==> config.mk <==
export PLATFORM = sky130hd
export DESIGN_NAME = alu_fail_log
export DESIGN_NICKNAME = d
export VERILOG_FILES = /design/src/rtl/alu_pkg.sv /design/src/rtl/alu_fail_log.sv
export SDC_FILE = /design/constraint.sdc
export NUM_CORES = 1
export LEC_CHECK = 0
export CAP_MARGIN = 20
export CORE_ASPECT_RATIO = 0.75
export CORE_MARGIN = 2
export CORE_UTILIZATION = 26
export CTS_BUF_LIST = sky130_fd_sc_hd__clkbuf_8
export DETAILED_ROUTE_END_ITERATION = 8
export PLACE_DENSITY_LB_ADDON = 0.05
export SYNTH_ARGS = -nofsm -noshare
export SYNTH_HDL_FRONTEND = slang
export SYNTH_SLANG_ARGS = --single-unit
==> constraint.sdc <==
create_clock -name clk -period 1.55 [get_ports clk]
set_input_delay 0.155 -clock clk [delete_from_list [all_inputs] [get_ports clk]]
set_output_delay 0.155 -clock clk [all_outputs]
set_load 0.05 [all_outputs]
==> src/rtl/alu_pkg.sv <==
// Shared ALU definitions: opcode enum, result record and the reference ALU function.
// Pure combinational helpers, no state; imported by the lockstep checker and its failure log.
package alu_pkg;

    localparam int ALU_W = 16;

    typedef enum logic [2:0] {
        ADD   = 3'd0,
        SUB   = 3'd1,
        AND   = 3'd2,
        OR    = 3'd3,
        XOR   = 3'd4,
        NOT   = 3'd5,
        SHL   = 3'd6,
        PASSB = 3'd7
    } opc_e;

    typedef struct packed {
        logic [ALU_W-1:0] w;
        logic             zer;
        logic             neg;
    } alu_res_t;

    function automatic alu_res_t alu_golden(opc_e opc, logic [ALU_W-1:0] a, logic [ALU_W-1:0] b, logic c);
        alu_res_t         r;
        logic [ALU_W-1:0] cw;
        cw = {{(ALU_W-1){1'b0}}, c};
        case (opc)
            ADD:     r.w = a + b + cw;
            SUB:     r.w = a - b - cw;
            AND:     r.w = a & b;
            OR:      r.w = a | b;
            XOR:     r.w = a ^ b;
            NOT:     r.w = ~a;
            SHL:     r.w = {a[ALU_W-2:0], c};
            default: r.w = b;
        endcase
        r.zer = (r.w == '0);
        r.neg = r.w[ALU_W-1];
        return r;
    endfunction

endpackage

==> src/rtl/alu_fail_log.sv <==
// Holds the first unacknowledged failing operation; capture lands on the same edge as the check.
// No backpressure: later fails while a record is held are dropped unless acked in that cycle.
module alu_fail_log
    import alu_pkg::*;
#(
    parameter int NUM_LANES = 3
) (
    input  logic                 clk,
    input  logic                 rstn,
    input  logic                 clr,
    input  logic                 fail,
    input  logic                 log_ack,
    input  logic [2:0]           fail_opc,
    input  logic [ALU_W-1:0]     fail_a,
    input  logic [ALU_W-1:0]     fail_b,
    input  logic                 fail_c,
    input  logic [NUM_LANES-1:0] fail_mask,
    output logic                 log_valid,
    output logic [2:0]           log_opc,
    output logic [ALU_W-1:0]     log_a,
    output logic [ALU_W-1:0]     log_b,
    output logic                 log_c,
    output logic [NUM_LANES-1:0] log_mask
);

    typedef enum logic {
        IDLE   = 1'b0,
        LOGGED = 1'b1
    } log_st_e;

    log_st_e state;
    log_st_e state_nxt;
    logic    capture;

    // An ack arriving with a new fail frees the slot and refills it in one step.
    always_comb begin
        state_nxt = state;
        capture   = 1'b0;
        case (state)
            IDLE: begin
                if (fail) begin
                    capture   = 1'b1;
                    state_nxt = LOGGED;
                end
            end
            LOGGED: begin
                if (log_ack) begin
                    if (fail) begin
                        capture = 1'b1;
                    end else begin
                        state_nxt = IDLE;
                    end
                end
            end
            default: state_nxt = IDLE;
        endcase
    end

    always_ff @(posedge clk) begin
        if (!rstn || clr) begin
            state    <= IDLE;
            log_opc  <= '0;
            log_a    <= '0;
            log_b    <= '0;
            log_c    <= 1'b0;
            log_mask <= '0;
        end else begin
            state <= state_nxt;
            if (capture) begin
                log_opc  <= fail_opc;
                log_a    <= fail_a;
                log_b    <= fail_b;
                log_c    <= fail_c;
                log_mask <= fail_mask;
            end else if (state == LOGGED && state_nxt == IDLE) begin
                log_opc  <= '0;
                log_a    <= '0;
                log_b    <= '0;
                log_c    <= 1'b0;
                log_mask <= '0;
            end
        end
    end

    assign log_valid = (state == LOGGED);

endmodule

==> results_dict.tcl <==
set metrics [dict create \
    outcome "finished, final reports clean" \
    power-per-cell-area_mw_per_mm2 1070 \
    synth_cells 94 \
    ys_warn_count 0 \
    p_leak_nw 0.964 \
    combPwrFrac 0.156 \
    die_area_mm2 0.00539 \
    clkTransAtPathRegs_ns 0.08 \
    cts_tree "yes" \
    drc_errors 0 \
    drt_iter0_drc 6 \
    fin_nets 224 \
    drive_gt1_frac 0.304 \
    yosysTopAreaCell "dfxtp_1" \
    routed_via_density 4.55 \
    cts_hold_buf 0 \
    final_cell_count_no_fill 238 \
    synth_seq_cells 40 \
    synthesis.area_mm2 0.00125 \
    cp_max_fo 32 \
    stdcell_area_mm2 0.00221 \
    period_share 0.798 \
    dieHeight_um 64.1 \
    final_util 0.486 \
    startpoint_type "input pin" \
    peakVddDrop_uv 583 \
    diodes 0 \
    grt_overflow_total 0 \
    crit_required_ns 1.78 \
    first_pass_iters 2 \
    worstHoldPathCells 2 \
    swShare 0.235 \
    core_area_mm2 0.00455 \
    tightest_slew_ns 0.224 \
    synth-main-ff-cell "dfxtp_1" \
    cts_buffers 5 \
    clock_sinks 40 \
    grt_max_degree 33 \
    post_dp_cell_area_mm2 0.00208 \
    wl_mm 3.17 \
    ctsResizeCount 0 \
    ios 84 \
    synthTopCellsByCount "dfxtp_1, a22o_1, buf_2, buf_6, clkbuf_1" \
    place_hpwl_mm 2.29 \
    post_cts_buffers 0 \
    synth_cell_types 13 \
    dp_cells 230 \
    synth_fp_nets 138 \
    avgSynthCellArea_um2 13.3 \
    hold_viol 0 \
    reg2reg_depth 4 \
    rr_startpoint "log_valid" \
    pwr-share-clk 0.387 \
    grt_usage 0.119 \
    async_reset_ff_frac 0 \
    synth_edf_count 0 \
    start_util 0.275 \
    startpoint "log_ack" \
    max_freq_mhz 808 \
    post-route-min-period_ns 1.24 \
    fillers 424 \
    slew_violations 0 \
    grt_pass1_vias 1079 \
    hold_class "input pin to flip-flop" \
    htreeDepth 2 \
    row_count 21 \
    routed_wire_length_per_instance_um 13.3 \
    cts_buffer_depth 2 \
    dieWidth_um 84.1 \
    synth_mux_area_frac 0 \
    clk_latency_ns 0.28 \
    synth_top_family_by_area "compound AO/OA/AOI/OAI gates" \
    setup_tns_ns 0 \
    synth_adder_area_share 0 \
    antenna_found_initial 0 \
    seq_area_frac_synth 0.640 \
    synth_area_leaders "dfxtp_1, a22o_1, buf_6, buf_2, nand2b_4" \
    power.internal_w 0.00181 \
    worstSetupEndpointType "flip-flop" \
    maxSlewHeadroom 0.851 \
    cts_root_buf "clkbuf_8" \
    synth_compound_area_frac 0.284 \
    yosysMostFrequentCell "dfxtp_1" \
    finalSetupViolCount 0 \
    min_from "fail_a[5]" \
    seq_power_share 0.457 \
    postRouteAntennaNets 0 \
    synth_top_area_frac 0.640 \
    maxCapViolCount 0 \
    io_buffers 83 \
    place_congestion 0.776 \
    synthXorXnorAreaFrac 0 \
    grt_setup_unrepaired "no" \
    grt_pass1_wl_mm 4.94 \
    vias 1082 \
    power.switching_w 0.000556 \
    worst_ep_arrival_time_ns 1.47 \
    yosys.area_share.simple 0.0310 \
    critPathKind "input pin to flip-flop" \
    fin_skew_ns 0.00357 \
    areaGrowthSynthToFinish_pct 76.5 \
]
## registers in the layout, indices dropped and copies added, names as in the netlist
register,count
log_a,16
log_opc,3
log_valid,1
log_b,16
log_mask,3
log_c,1
## power by group through the flow
stage                     combinational (W)  sequential (W)  clock, W
after floorplan                   0.0000618         0.00122         0
after global placement             0.000367         0.00110         0
after detailed placement           0.000371         0.00110         0
after CTS                          0.000371         0.00108  0.000941
after global routing               0.000385         0.00109  0.000974
final                              0.000368         0.00108  0.000915
## layer usage
metal / global-route usage / vias up / wire [um]
met4: 0.0605 / 0 / 45
li1: - / 530 / -
met3: 0.0452 / 5 / 249
met2: 0.194 / 47 / 1420
met5: 0 / - / 0
met1: 0.135 / 500 / 1460
## worst max-delay path, cell delays in order
cell	delay, ns
clkdlybuf4s50_1	0.46
nand2b_1	0.19
nor3b_4	0.28
buf_12	0.22
a22o_1	0.15
## final cells by class
cell class | count | area, um2 | area share
clock buffers | 7 | 96.3 | 0.0436
clock inverters | 1 | 30.0 | 0.0136
inverters | 1 | 3.75 | 0.00170
multi-input cells | 45 | 408 | 0.185
flip-flops and latches | 40 | 801 | 0.363
well taps | 57 | 71.3 | 0.0323
repair buffers | 87 | 798 | 0.361
## placed cells by master (no fill, tap or decap), types with 3 or more instances in the layout
cell,Yosys,final
buf_12,0,3
clkdlybuf4s50_1,0,43
buf_4,1,41
dfxtp_1,40,40
a22o_1,39,39
clkbuf_8,0,7
## logic make-up (layout without fill, tap and decap cells)
group,Yosys count,after routing
AOI/OAI and AO/OA,41,41
buffers and inverters,9,96
DFF,40,40
and+or+nand+nor,4,4
## stage by stage
stage | hold slack (ns) | setup slack [ns] | power [W]
detailed placement | 0.465 | 0.0356 | 0.00148
CTS | 0.446 | 0.328 | 0.00239
floorplan | 0.280 | 0.00448 | 0.00128
global placement | 0.463 | 0.0687 | 0.00147
finish | 0.457 | 0.312 | 0.00236
global route | 0.449 | 0.247 | 0.00244
## final timing paths
kind | to | slack [ns]
hold reg to reg | log_a[13] | 0.48
setup reg to reg | log_mask[0] | 0.34
setup / recovery | log_mask[0] | 0.31
hold / removal | log_a[5] | 0.46
No activity file was read; power rests on OpenSTA's default activity.
